File: config.mk
export PLATFORM = sky130hd
export DESIGN_NAME = xge_pkt_tx_arbiter
export DESIGN_NICKNAME = d
export VERILOG_FILES = /design/src/rtl/xge_pkt_tx_arbiter.sv
export SDC_FILE = /design/constraint.sdc
export NUM_CORES = 1
export LEC_CHECK = 0
export BUFFER_PORTS_ARGS = -buffer_cell sky130_fd_sc_hd__buf_2
export CAP_MARGIN = 20
export CORE_AREA = 4 4 137 139
export DETAILED_ROUTE_END_ITERATION = 7
export DIE_AREA = 0 0 141 143
export PLACE_DENSITY_LB_ADDON = 0.3
export SLEW_MARGIN = 40
export SYNTH_ARGS = -nofsm -noshare
export SYNTH_HDL_FRONTEND = slang
export SYNTH_SLANG_ARGS = --single-unit
File: constraint.sdc
create_clock -name clk_156m25 -period 1.73 [get_ports clk_156m25]
set_input_delay 0.2595 -clock clk_156m25 [delete_from_list [all_inputs] [get_ports clk_156m25]]
set_output_delay 0.2595 -clock clk_156m25 [all_outputs]
set_load 0.005 [all_outputs]
File: src/rtl/xge_pkt_tx_arbiter.sv
`default_nettype none
// ============================================================================
// Module   : xge_pkt_tx_arbiter
// Purpose  : Packet-granular round-robin arbiter. It merges NUM_CH packet
//            sources onto the single pkt_tx_* transmit interface of the
//            xge_mac core in the 156.25 MHz domain. A grant is held for a
//            whole packet. Backpressure comes from pkt_tx_full, and a
//            protocol-error pulse is raised when a sop is seen inside a
//            packet.
// Ports    : clk_156m25, reset_156m25_n  - clock, synchronous active-low reset
//            ch_data/ch_mod/ch_sop/ch_eop/ch_val - per-channel packet words
//            ch_rdy                       - per-channel ready
//            pkt_tx_full                  - MAC FIFO full (backpressure)
//            pkt_tx_data/mod/sop/eop/val  - merged, registered output to MAC
//            grant_id, busy, proto_err    - status
// Revision : 1.0 - initial release
// ============================================================================
module xge_pkt_tx_arbiter #(
    parameter int NUM_CH = 4,
    parameter int DATA_W = 64,
    parameter int MOD_W  = $clog2(DATA_W / 8)
) (
    input  logic                        clk_156m25,
    input  logic                        reset_156m25_n,
    input  logic [NUM_CH*DATA_W-1:0]    ch_data,
    input  logic [NUM_CH*MOD_W-1:0]     ch_mod,
    input  logic [NUM_CH-1:0]           ch_sop,
    input  logic [NUM_CH-1:0]           ch_eop,
    input  logic [NUM_CH-1:0]           ch_val,
    output logic [NUM_CH-1:0]           ch_rdy,
    input  logic                        pkt_tx_full,
    output logic [DATA_W-1:0]           pkt_tx_data,
    output logic [MOD_W-1:0]            pkt_tx_mod,
    output logic                        pkt_tx_sop,
    output logic                        pkt_tx_eop,
    output logic                        pkt_tx_val,
    output logic [$clog2(NUM_CH)-1:0]   grant_id,
    output logic                        busy,
    output logic                        proto_err
);

    localparam int ID_W = $clog2(NUM_CH);

    localparam logic [0:0] ST_IDLE = 1'b0;
    localparam logic [0:0] ST_BUSY = 1'b1;

    // ------------------------------------------------------------------
    // State
    // ------------------------------------------------------------------
    logic [0:0]         state_q,      state_d;
    logic [ID_W-1:0]    grant_q,      grant_d;
    logic [ID_W-1:0]    last_grant_q, last_grant_d;
    logic               first_q,      first_d;

    logic [DATA_W-1:0]  tx_data_q;
    logic [MOD_W-1:0]   tx_mod_q;
    logic               tx_sop_q;
    logic               tx_eop_q;
    logic               tx_val_q;
    logic               err_q;

    // ------------------------------------------------------------------
    // Granted-channel selection
    // ------------------------------------------------------------------
    logic [NUM_CH-1:0]  w_req;
    logic [ID_W-1:0]    w_pick;
    logic               w_req_any;
    logic [DATA_W-1:0]  w_sel_data;
    logic [MOD_W-1:0]   w_sel_mod;
    logic               w_sel_sop;
    logic               w_sel_eop;
    logic               w_sel_val;
    logic               w_xfer;

    // Only a word that carries sop counts as a request. A mid-packet word
    // left over on an idle channel is never granted.
    assign w_req = ch_val & ch_sop;

    // Rotating priority starting at last_grant+1. The loop walks the
    // offsets from farthest to nearest, so the nearest requester after the
    // previous winner is assigned last and wins.
    always_comb begin
        w_pick    = last_grant_q;
        w_req_any = 1'b0;
        for (int k = NUM_CH; k >= 1; k--) begin
            if (w_req[(int'(last_grant_q) + k) % NUM_CH]) begin
                w_pick    = ID_W'((int'(last_grant_q) + k) % NUM_CH);
                w_req_any = 1'b1;
            end
        end
    end

    assign w_sel_data = ch_data[int'(grant_q)*DATA_W +: DATA_W];
    assign w_sel_mod  = ch_mod[int'(grant_q)*MOD_W +: MOD_W];
    assign w_sel_sop  = ch_sop[grant_q];
    assign w_sel_eop  = ch_eop[grant_q];
    assign w_sel_val  = ch_val[grant_q];

    // A word moves only in BUSY, only from the granted channel, and only
    // while the MAC FIFO has room.
    assign w_xfer = (state_q == ST_BUSY) && w_sel_val && !pkt_tx_full;

    always_comb begin
        ch_rdy = '0;
        if (state_q == ST_BUSY) begin
            ch_rdy[grant_q] = !pkt_tx_full;
        end
    end

    // ------------------------------------------------------------------
    // Next-state logic
    // ------------------------------------------------------------------
    always_comb begin
        state_d      = state_q;
        grant_d      = grant_q;
        last_grant_d = last_grant_q;
        first_d      = first_q;
        if (state_q == ST_IDLE) begin
            // Arbitration is not gated by pkt_tx_full. Only transfers are.
            if (w_req_any) begin
                state_d = ST_BUSY;
                grant_d = w_pick;
                first_d = 1'b1;
            end
        end else begin
            if (w_xfer) begin
                first_d = 1'b0;
                if (w_sel_eop) begin
                    last_grant_d = grant_q;
                    state_d      = ST_IDLE;
                end
            end
        end
    end

    // ------------------------------------------------------------------
    // Registers
    // ------------------------------------------------------------------
    always_ff @(posedge clk_156m25) begin
        if (!reset_156m25_n) begin
            state_q      <= ST_IDLE;
            grant_q      <= '0;
            // Channel 0 wins the first arbitration after reset.
            last_grant_q <= ID_W'(NUM_CH - 1);
            first_q      <= 1'b0;
            tx_data_q    <= '0;
            tx_mod_q     <= '0;
            tx_sop_q     <= 1'b0;
            tx_eop_q     <= 1'b0;
            tx_val_q     <= 1'b0;
            err_q        <= 1'b0;
        end else begin
            state_q      <= state_d;
            grant_q      <= grant_d;
            last_grant_q <= last_grant_d;
            first_q      <= first_d;
            tx_val_q     <= w_xfer;
            tx_sop_q     <= w_xfer & w_sel_sop;
            tx_eop_q     <= w_xfer & w_sel_eop;
            // The modulus is only meaningful on eop, so it is zeroed elsewhere.
            tx_mod_q     <= (w_xfer && w_sel_eop) ? w_sel_mod : '0;
            // Data keeps its last value across idle cycles.
            if (w_xfer) begin
                tx_data_q <= w_sel_data;
            end
            // A sop on any word but the first is flagged. The word is still
            // forwarded and the packet continues.
            err_q        <= w_xfer & w_sel_sop & ~first_q;
        end
    end

    assign pkt_tx_data = tx_data_q;
    assign pkt_tx_mod  = tx_mod_q;
    assign pkt_tx_sop  = tx_sop_q;
    assign pkt_tx_eop  = tx_eop_q;
    assign pkt_tx_val  = tx_val_q;
    assign grant_id    = grant_q;
    assign busy        = (state_q == ST_BUSY);
    assign proto_err   = err_q;

endmodule
`default_nettype wire
# Word-level counts from Yosys, hierarchy flattened
# Index checks and enable logic that the tools add are counted.
[totals] ff_bits=77 inputBits=283 out_inout_bits=78 elab_cells=85
[op_classes] addsub=4 mul=1 magnitude_cmp=6 n_eq_ne=1 shifts=2 mux=36 n_bitwise=11 reduce_logical=14
[op_table] op="variable part select 256 x 9 -> 64 bit" n=1
[op_table] op="two-way mux 1 bit" n=23
[op_table] op="< comparator 3 x 4 -> 1 bit (second input constant)" n=4
[op_table] op="binary-select mux 1 bit (select 2 bit)" n=7
[op_table] op="variable part select 12 x 5 -> 3 bit" n=1
[op_table] op="AND 4 bit" n=2
[op_table] op="two-way mux 2 bit" n=4
[op_table] op="OR reduction 2 bit" n=4
[op_table] op="AND reduction 2 bit" n=3
[op_table] op="adder 2 x 1 -> 2 bit (second input constant)" n=2
[op_table] op="adder 2 bit (second input constant)" n=2
[op_table] op="AND 1 bit (first input constant)" n=4
[op_table] op="logical AND 1 bit" n=4
[op_table] op="multiplier 2 x 2 -> 4 bit (second input constant)" n=1
[op_table] op="two-way mux 4 bit" n=1
[op_table] op="AND 1 bit" n=3
[op_table] op="< comparator 2 x 3 -> 1 bit (second input constant)" n=1
[op_table] op="AND reduction 3 bit" n=1
[op_table] op="demux 1 bit (select 2 bit)" n=1
[op_table] op=">= comparator 2 x 1 -> 1 bit (second input constant)" n=1
[op_table] op="!= test 2 x 1 -> 1 bit (second input constant)" n=1
[op_table] op="NOT 1 bit" n=2
[op_table] op="nonzero test 2 bit" n=1
[op_table] op="logical NOT 1 bit" n=1

# Longest topological paths before layout
# Gate-level depths: netlist of run 1.
[depth] word_depth=12 ltp_mapped=7 ltp_nobuf=4

# Least setup slack after synthesis of run 1
# No wires, ideal clock.
[synth_timing] path_kind="register -> register" start="register grant_q[0], in the netlist grant_id[0]" end="register tx_mod_q[0], in the netlist pkt_tx_mod[0]" t_arrival_ps=1531 path_slack_ps=84 path_stages_with_launch=6 path_buffers=3 period_less_slack_ps=1646 cell_sequence="dfxtp_1 -> buf_4 -> buf_4 -> buf_2 -> mux4_2 -> and2_1"
[synth_via] elab_chain_len=6 elab_cells_between_ends=10 cone_classes="mul: 1; shift: 1; mux: 4; reduce/logical: 4"
[synth_rtl] element="start: declaration" line_no="51" rtl="logic [ID_W-1:0] grant_q, grant_d;"
[synth_rtl] element="start signal: assignment" line_no="154" rtl="grant_q <= grant_d;"
[synth_rtl] element="branches (longest 6 deep; another with multiplier 2 x 2 -> 4 bit)"
[synth_rtl] element="end signal: assignment" line_no="161" rtl="tx_mod_q <= (w_xfer && w_sel_eop) ? w_sel_mod : '0;"
[synth_rtl] element="end: declaration" line_no="56" rtl="logic [MOD_W-1:0] tx_mod_q;"
# Several ways; the timed one is not identified. The select of a mux whose other input is x is not followed.
# A chain may end at the register's enable or synchronous reset.

# Final worst setup path of run 1
[layout_timing] start="register grant_q[0], in the netlist grant_id[0]" end="register tx_data_q[29], in the netlist pkt_tx_data[29]"
[layout_via] elab_chain_len=4 elab_cells_between_ends=5 cone_classes="shift: 1; mux: 2; reduce/logical: 2"
[layout_rtl] element="branches (longest 4 deep; another with variable part select 256 x 9 -> 64 bit)"
[layout_rtl] element="end signal: assignment" line_no="164" rtl="tx_data_q <= w_sel_data;"
[layout_rtl] element="end: declaration" line_no="55" rtl="logic [DATA_W-1:0] tx_data_q;"
# Several ways; the timed one is not identified. The select of a mux whose other input is x is not followed.

==> impl_metrics.tcl, run 1 <==
set metrics [dict create \
    period_share_pct 95.3 \
    die-area_sq_mm 0.0202 \
    crit_path_max_incr_delay_ns 0.44 \
    io_pins 361 \
    clkLatencyLatePin_ns 0.33 \
    synth_area_per_cell_sq_um 10.7 \
    hpwl_mm 13.7 \
    cp_slowest_cell "dfxtp_4" \
    rsz0062_at_grt "true" \
    ys_warn_count 0 \
    internal_power_uw 4190 \
    port_buffers 360 \
    fmax_mhz 607 \
    hold_start "ch_sop[0]" \
    cts_hold_buffers 0 \
    power.leakage_uw 0.00316 \
    setup_viol 0 \
    p_comb_share_pct 31.5 \
    drc 0 \
    ys_seq_elements 77 \
    finalCriticalPeriod_ns 1.65 \
    slew_headroom_pct 66.0 \
    cts.path.max_buffers 2 \
    max_cap_viol_count 0 \
    utilization_pct 39.6 \
    syn2layout_area_growth_pct 53.4 \
    num_rows 49 \
    switchingPower_uw 1590 \
    slew_violations 0 \
    layout-drive-gt1-share_pct 59.4 \
    hold_ws_ns 0.319 \
    crit_family "compound AO/OA/AOI/OAI gates" \
    powerDensity_mw_per_mm2 826 \
    finalClockSkew_ns 0.00736 \
    mostFrequentLayoutCell "buf_2" \
    vdd_drop_max_uv 422 \
    worstReg2RegStart "grant_id[0]$_SDFFE_PN0P_" \
    h-tree-depth 3 \
    crit_buf_inv 1 \
    ys_types 32 \
    ant_nets 0 \
    seq_power_share_pct 34.3 \
    via_per_inst 4.71 \
    critPathArrivalTime_ns 1.90 \
    cp-end-kind "flop" \
    cts_root_buf "clkbuf_16" \
    grt_pass1_wl_mm 25.3 \
    route.vias.total 4760 \
    cts_tree "built" \
    antenna_found_initial 1 \
    gp_congestion 0.788 \
    status "complete, no violations" \
    wl_per_cell_um 16.5 \
    die_w_um 141 \
    p_clk_share_pct 34.2 \
    tightest_slew_ns 0.503 \
    dr.first_iter.drc_count 176 \
    crit_type "reg -> reg" \
    dpl_cell_area_sq_mm 0.00667 \
    final_cell_mix "buf_2, nand2_1, dfxtp_1" \
    grt.total_usage_pct 15.7 \
    drt_pre_antenna_iters 4 \
    clock-sinks 77 \
    finalHoldViolCount 0 \
    core_region_area_sq_mm 0.0177 \
    critPathRequiredTime_ns 1.98 \
    synth_nets 711 \
    grt_pass1_vias 4887 \
    start_kind "flop" \
    routed_wl_mm 16.6 \
    swShare_pct 27.5 \
    start_util_pct 25.8 \
    crit_start "grant_id[0]$_SDFFE_PN0P_" \
    clkSlewWorstSetupHoldPaths_ns 0.06 \
    die_y_um 143 \
    crit_path_cell_trace "mux2i_1 -> o22a_2 -> buf_12 -> nand2_1 -> a21boi_0" \
    stdcell_area_sq_mm 0.00699 \
    syn-cell-area_sq_mm 0.00456 \
    cp_max_fo 35 \
    grt-ovfl-total 0 \
    min_path_type "in -> reg" \
    synth-seq-area-share_pct 33.8 \
    grt_max_degree 39 \
    num-fill-cells 1838 \
    finalNetCount 1059 \
    numCtsBuffers 9 \
    syn_inst 428 \
]
==> worst register-to-register path: cells and delay by family, from the launching register on <==
kind / cells / cell delay (ns)
flip-flops: 1 / 0.44
AND/OR/NAND/NOR: 1 / 0.10
buffers and inverters: 1 / 0.22
multiplexers: 1 / 0.36
AO/OA/AOI/OAI: 2 / 0.46
==> synthesized netlist by cell type <==
cell type	number	share of area [%]
nand3b_1	1	0.16
buf_2	15	1.6
and2_1	5	0.69
and3_1	1	0.14
o2bb2ai_1	1	0.19
mux4_2	68	34
nand2_2	1	0.14
mux2i_1	3	0.66
dfxtp_1	77	34
a21boi_0	40	6.6
a211oi_1	2	0.33
buf_4	9	1.5
o21ai_0	3	0.33
a2111oi_2	1	0.33
or3b_4	1	0.25
nand2_1	135	11
nor2b_1	2	0.27
a41oi_1	1	0.19
nand3_1	3	0.33
clkbuf_1	13	1.1
o22ai_2	1	0.27
o221ai_1	1	0.19
o211ai_1	2	0.33
a31oi_1	2	0.27
inv_1	4	0.33
o22a_1	1	0.19
buf_1	2	0.16
a211o_1	1	0.19
nor2_1	5	0.41
a21boi_1	24	4.0
a21oi_1	2	0.22
o31ai_1	1	0.16
==> per-layer routing <==
metal | track usage [%] | routed length [um] | part of all wire [%] | vias up
met3 | 3.92 | 1200 | 7.2 | 9
met5 | 0 | 0 | 0 | -
met1 | 19.9 | 6680 | 40 | 2296
met4 | 3.77 | 152 | 0.91 | 0
met2 | 27.2 | 8620 | 52 | 192
li1 | - | - | - | 2263
==> power by group through the flow <==
stage | Clock [uW] | Sequential (uW) | Combinational [uW]
3_5_place_dp | 0 | 2020 | 1840
3_3_place_gp | 0 | 2020 | 1830
6_report | 1980 | 1980 | 1820
5_1_grt | 2130 | 2000 | 1990
4_1_cts | 2070 | 1990 | 1850
2_1_floorplan | 0 | 2020 | 1120
==> through the flow <==
stage	worst slack, ns	total power, uW	TNS (ns)	std cells
final	0.0817	5780	0	1011
after global routing	-0.0537	6120	-0.379	1011
after CTS	0.0478	5900	0	1010
after detailed placement	0.0541	3860	0	994
after global placement	0.0941	3850	0	994
after floorplan	0.0838	3140	0	428
==> path summary, 6_finish.rpt <==
path,to,slack [ns],cells after the start
setup reg to reg,pkt_tx_data[29]$_SDFFE_PN0P_,0.08,5
hold reg to reg,proto_err$_SDFF_PN0_,0.44,1
hold / removal,grant_id[0]$_SDFFE_PN0P_,0.32,4
setup / recovery,pkt_tx_data[29]$_SDFFE_PN0P_,0.08,5
==> flip-flops by register name, indices dropped and copies added (netlist names) <==
register and count:
pkt_tx_data 64, grant_id 2, busy 1, proto_err 1
pkt_tx_eop 1, pkt_tx_val 1, pkt_tx_sop 1, pkt_tx_mod 3
first_q 1, last_grant_q 2
==> timing repair <==
action / 4_1_cts / 5_1_grt
gates resized for setup: 0 / 1
setup buffers: 0 / 0
endpoints found under the setup margin: 0 / 24
hold endpoints to repair: 0 / 0
==> layout make-up <==
cell class              count  area, sq um  area share [%]
multi-input cells         308         2810            40.2
inverters                   4         15.0           0.215
clock buffers              14          275            3.94
diodes                      1         2.50          0.0358
well taps                 229          287            4.10
flip-flops and latches     77         1550            22.2
clock inverters             2         38.8           0.555
repair buffers            376         2010            28.8
==> logic make-up after synthesis <==
| family | count (synthesis) | share of synthesized area, % |
|---|---|---|
| AND/OR/NAND/NOR | 154 | 13.5 |
| AO/OA/AOI/OAI | 83 | 13.7 |
| flip-flops | 77 | 33.8 |
| multiplexers | 71 | 34.2 |
| buffers and inverters | 43 | 4.69 |
Power figures use the tool's default switching activity.
==> run 2: changes to the inputs <==
- GPL_TIMING_DRIVEN: not set -> 0
- clock period: 1.73 -> 1.95 ns (I/O delays scaled with it)
==> run 2 against run 1 <==
  * Global-route usage rose by 1.0 points
  * Non-clock buffer count rose by 24
  * Utilization grew 0.16 points
  * Flip-flop and latch count stayed put
  * Power decreased by 11%
  * Setup slack better by 0.044 ns
  * Final area grew 0.41%
  * Clock skew decreased by 0.00055 ns
  * Sequential power decreased by 12%
==> impl_metrics.tcl, run 2 (synthesized netlist as in run 1, its figures left out) <==
set metrics [dict create \
    status "complete, no violations" \
    cts_root_buf "clkbuf_16" \
    fin_setup_tns_ns 0 \
    hold-path-endpoint "grant_id[0]$_SDFFE_PN0P_" \
    tightest_slew_ns 0.695 \
    total_power_uw 5130 \
    slew_violations 0 \
    die_y_um 143 \
    grt_pass1_wl_mm 26.2 \
    finalClockSkew_ns 0.00681 \
    start_kind "flop" \
    h-tree-depth 3 \
    dpl_cell_area_sq_mm 0.00664 \
    ant_nets 0 \
    num_rows 49 \
    powerDensity_mw_per_mm2 731 \
    slew_headroom_pct 53.6 \
    max_cap_viol_count 0 \
    vdd_drop_max_uv 356 \
    cp-end-kind "flop" \
    setup_viol 0 \
    hold_start "ch_sop[0]" \
    regToRegSetupSlack_ns 0.13 \
    hpwl_mm 15.0 \
    finalNetCount 1083 \
    start_util_pct 25.8 \
    grt.total_usage_pct 16.8 \
    grt_max_degree 14 \
    port_buffers 359 \
    drc 0 \
    stdcell_area_sq_mm 0.00702 \
    critPathArrivalTime_ns 2.07 \
    via_per_inst 4.67 \
    crit_type "reg -> reg" \
    finalHoldViolCount 0 \
    fmax_mhz 548 \
    io_pins 361 \
    r2r_cells 7 \
    die_w_um 141 \
    largest_reg_flops 64 \
    hold_depth 4 \
    cts_tree "built" \
    worstReg2RegStart "grant_id[0]$_SDFFE_PN0P_" \
    drt_pre_antenna_iters 6 \
    core_region_area_sq_mm 0.0177 \
    clkSlewWorstSetupHoldPaths_ns 0.06 \
    mostFrequentLayoutCell "buf_2" \
    gp_congestion 0.820 \
    r2r_end "pkt_tx_data[57]$_SDFFE_PN0P_" \
    antenna_found_initial 0 \
    clkLatencyLatePin_ns 0.33 \
    cp_max_fo 10 \
    routed_wl_mm 18.2 \
    critPathRequiredTime_ns 2.20 \
    grt_pass1_vias 4855 \
    cts.path.max_buffers 2 \
    syn2layout_area_growth_pct 54.0 \
    cts_hold_buffers 0 \
    route.vias.total 4833 \
    final_cell_mix "buf_2, nand2_1, dfxtp_1" \
    dr.first_iter.drc_count 259 \
    die-area_sq_mm 0.0202 \
    period_share_pct 93.6 \
    power.leakage_uw 0.00321 \
    grt-ovfl-total 0 \
    min_path_type "in -> reg" \
    numCtsBuffers 9 \
    clock-sinks 77 \
    layout-drive-gt1-share_pct 59.6 \
    wl_per_cell_um 17.6 \
    antenna_cells 0 \
    finalCriticalPeriod_ns 1.82 \
]
[run 2: critical path, cell delays in order (launching register included)]
cell	delay, ns
dfxtp_1	0.35
buf_6	0.16
mux2i_2	0.30
o22a_1	0.21
buf_4	0.22
clkbuf_4	0.24
nand2_1	0.07
a21boi_0	0.17
[run 2: what timing repair did]
| action | 4_1_cts | 5_1_grt |
|---|---|---|
| pin swaps | 0 | 1 |
| resized for setup | 11 | 11 |
| setup endpoints to repair | 39 | 44 |
| buffers inserted | 0 | 2 |
[run 2: power breakdown]
part	switching (uW)	internal [uW]	total [uW]	leakage, uW
registers	60.8	1690	1750	0.000625
clock network	670	1030	1700	0.000146
logic	757	925	1680	0.00244
total	1490	3640	5130	0.00321
[run 2: how the worst max path moves through the flow]
stage	start	endpoint	slack, ns	depth (start not counted)
after floorplan	grant_id[0]$_SDFFE_PN0P_	pkt_tx_mod[0]$_SDFF_PN0_	0.30	5
after global placement	busy$_SDFF_PN0_	proto_err$_SDFF_PN0_	-0.13	5
after detailed placement	busy$_SDFF_PN0_	proto_err$_SDFF_PN0_	-0.16	5
after CTS	grant_id[1]$_SDFFE_PN0P_	pkt_tx_data[57]$_SDFFE_PN0P_	0.009	5
after global routing	grant_id[0]$_SDFFE_PN0P_	pkt_tx_data[57]$_SDFFE_PN0P_	-0.02	7
final	grant_id[0]$_SDFFE_PN0P_	pkt_tx_data[57]$_SDFFE_PN0P_	0.13	7
[run 2: per-stage QoR]
stage               util (%)  hold slack (ns)  std cells  setup WS [ns]
global placement        37.6            0.425       1016         -0.130
CTS                     39.5            0.339       1032        0.00920
detailed placement      37.6            0.437       1016         -0.157
finish                  39.8            0.354       1034          0.126
global route            39.8            0.359       1034        -0.0229
floorplan                  -            0.409        428          0.304
[run 2: cell type report]
cell class / instances / area [sq um]
flip-flops and latches: 77 / 1540
fillers: 1802 / 10600
inverters: 4 / 15.0
clock inverters: 5 / 60.1
plain buffers: 39 / 245
repair buffers: 361 / 1810
multi-input cells: 308 / 2820
well taps: 229 / 287
clock buffers: 11 / 243
[run 2: per-layer routing]
metal | track usage [%] | vias up | share of wire, %
li1 | - | 2313 | -
met3 | 3.22 | 14 | 6.0
met1 | 22.3 | 2322 | 43
met2 | 27.9 | 184 | 50
met5 | 0 | - | 0
met4 | 4.90 | 0 | 1.3
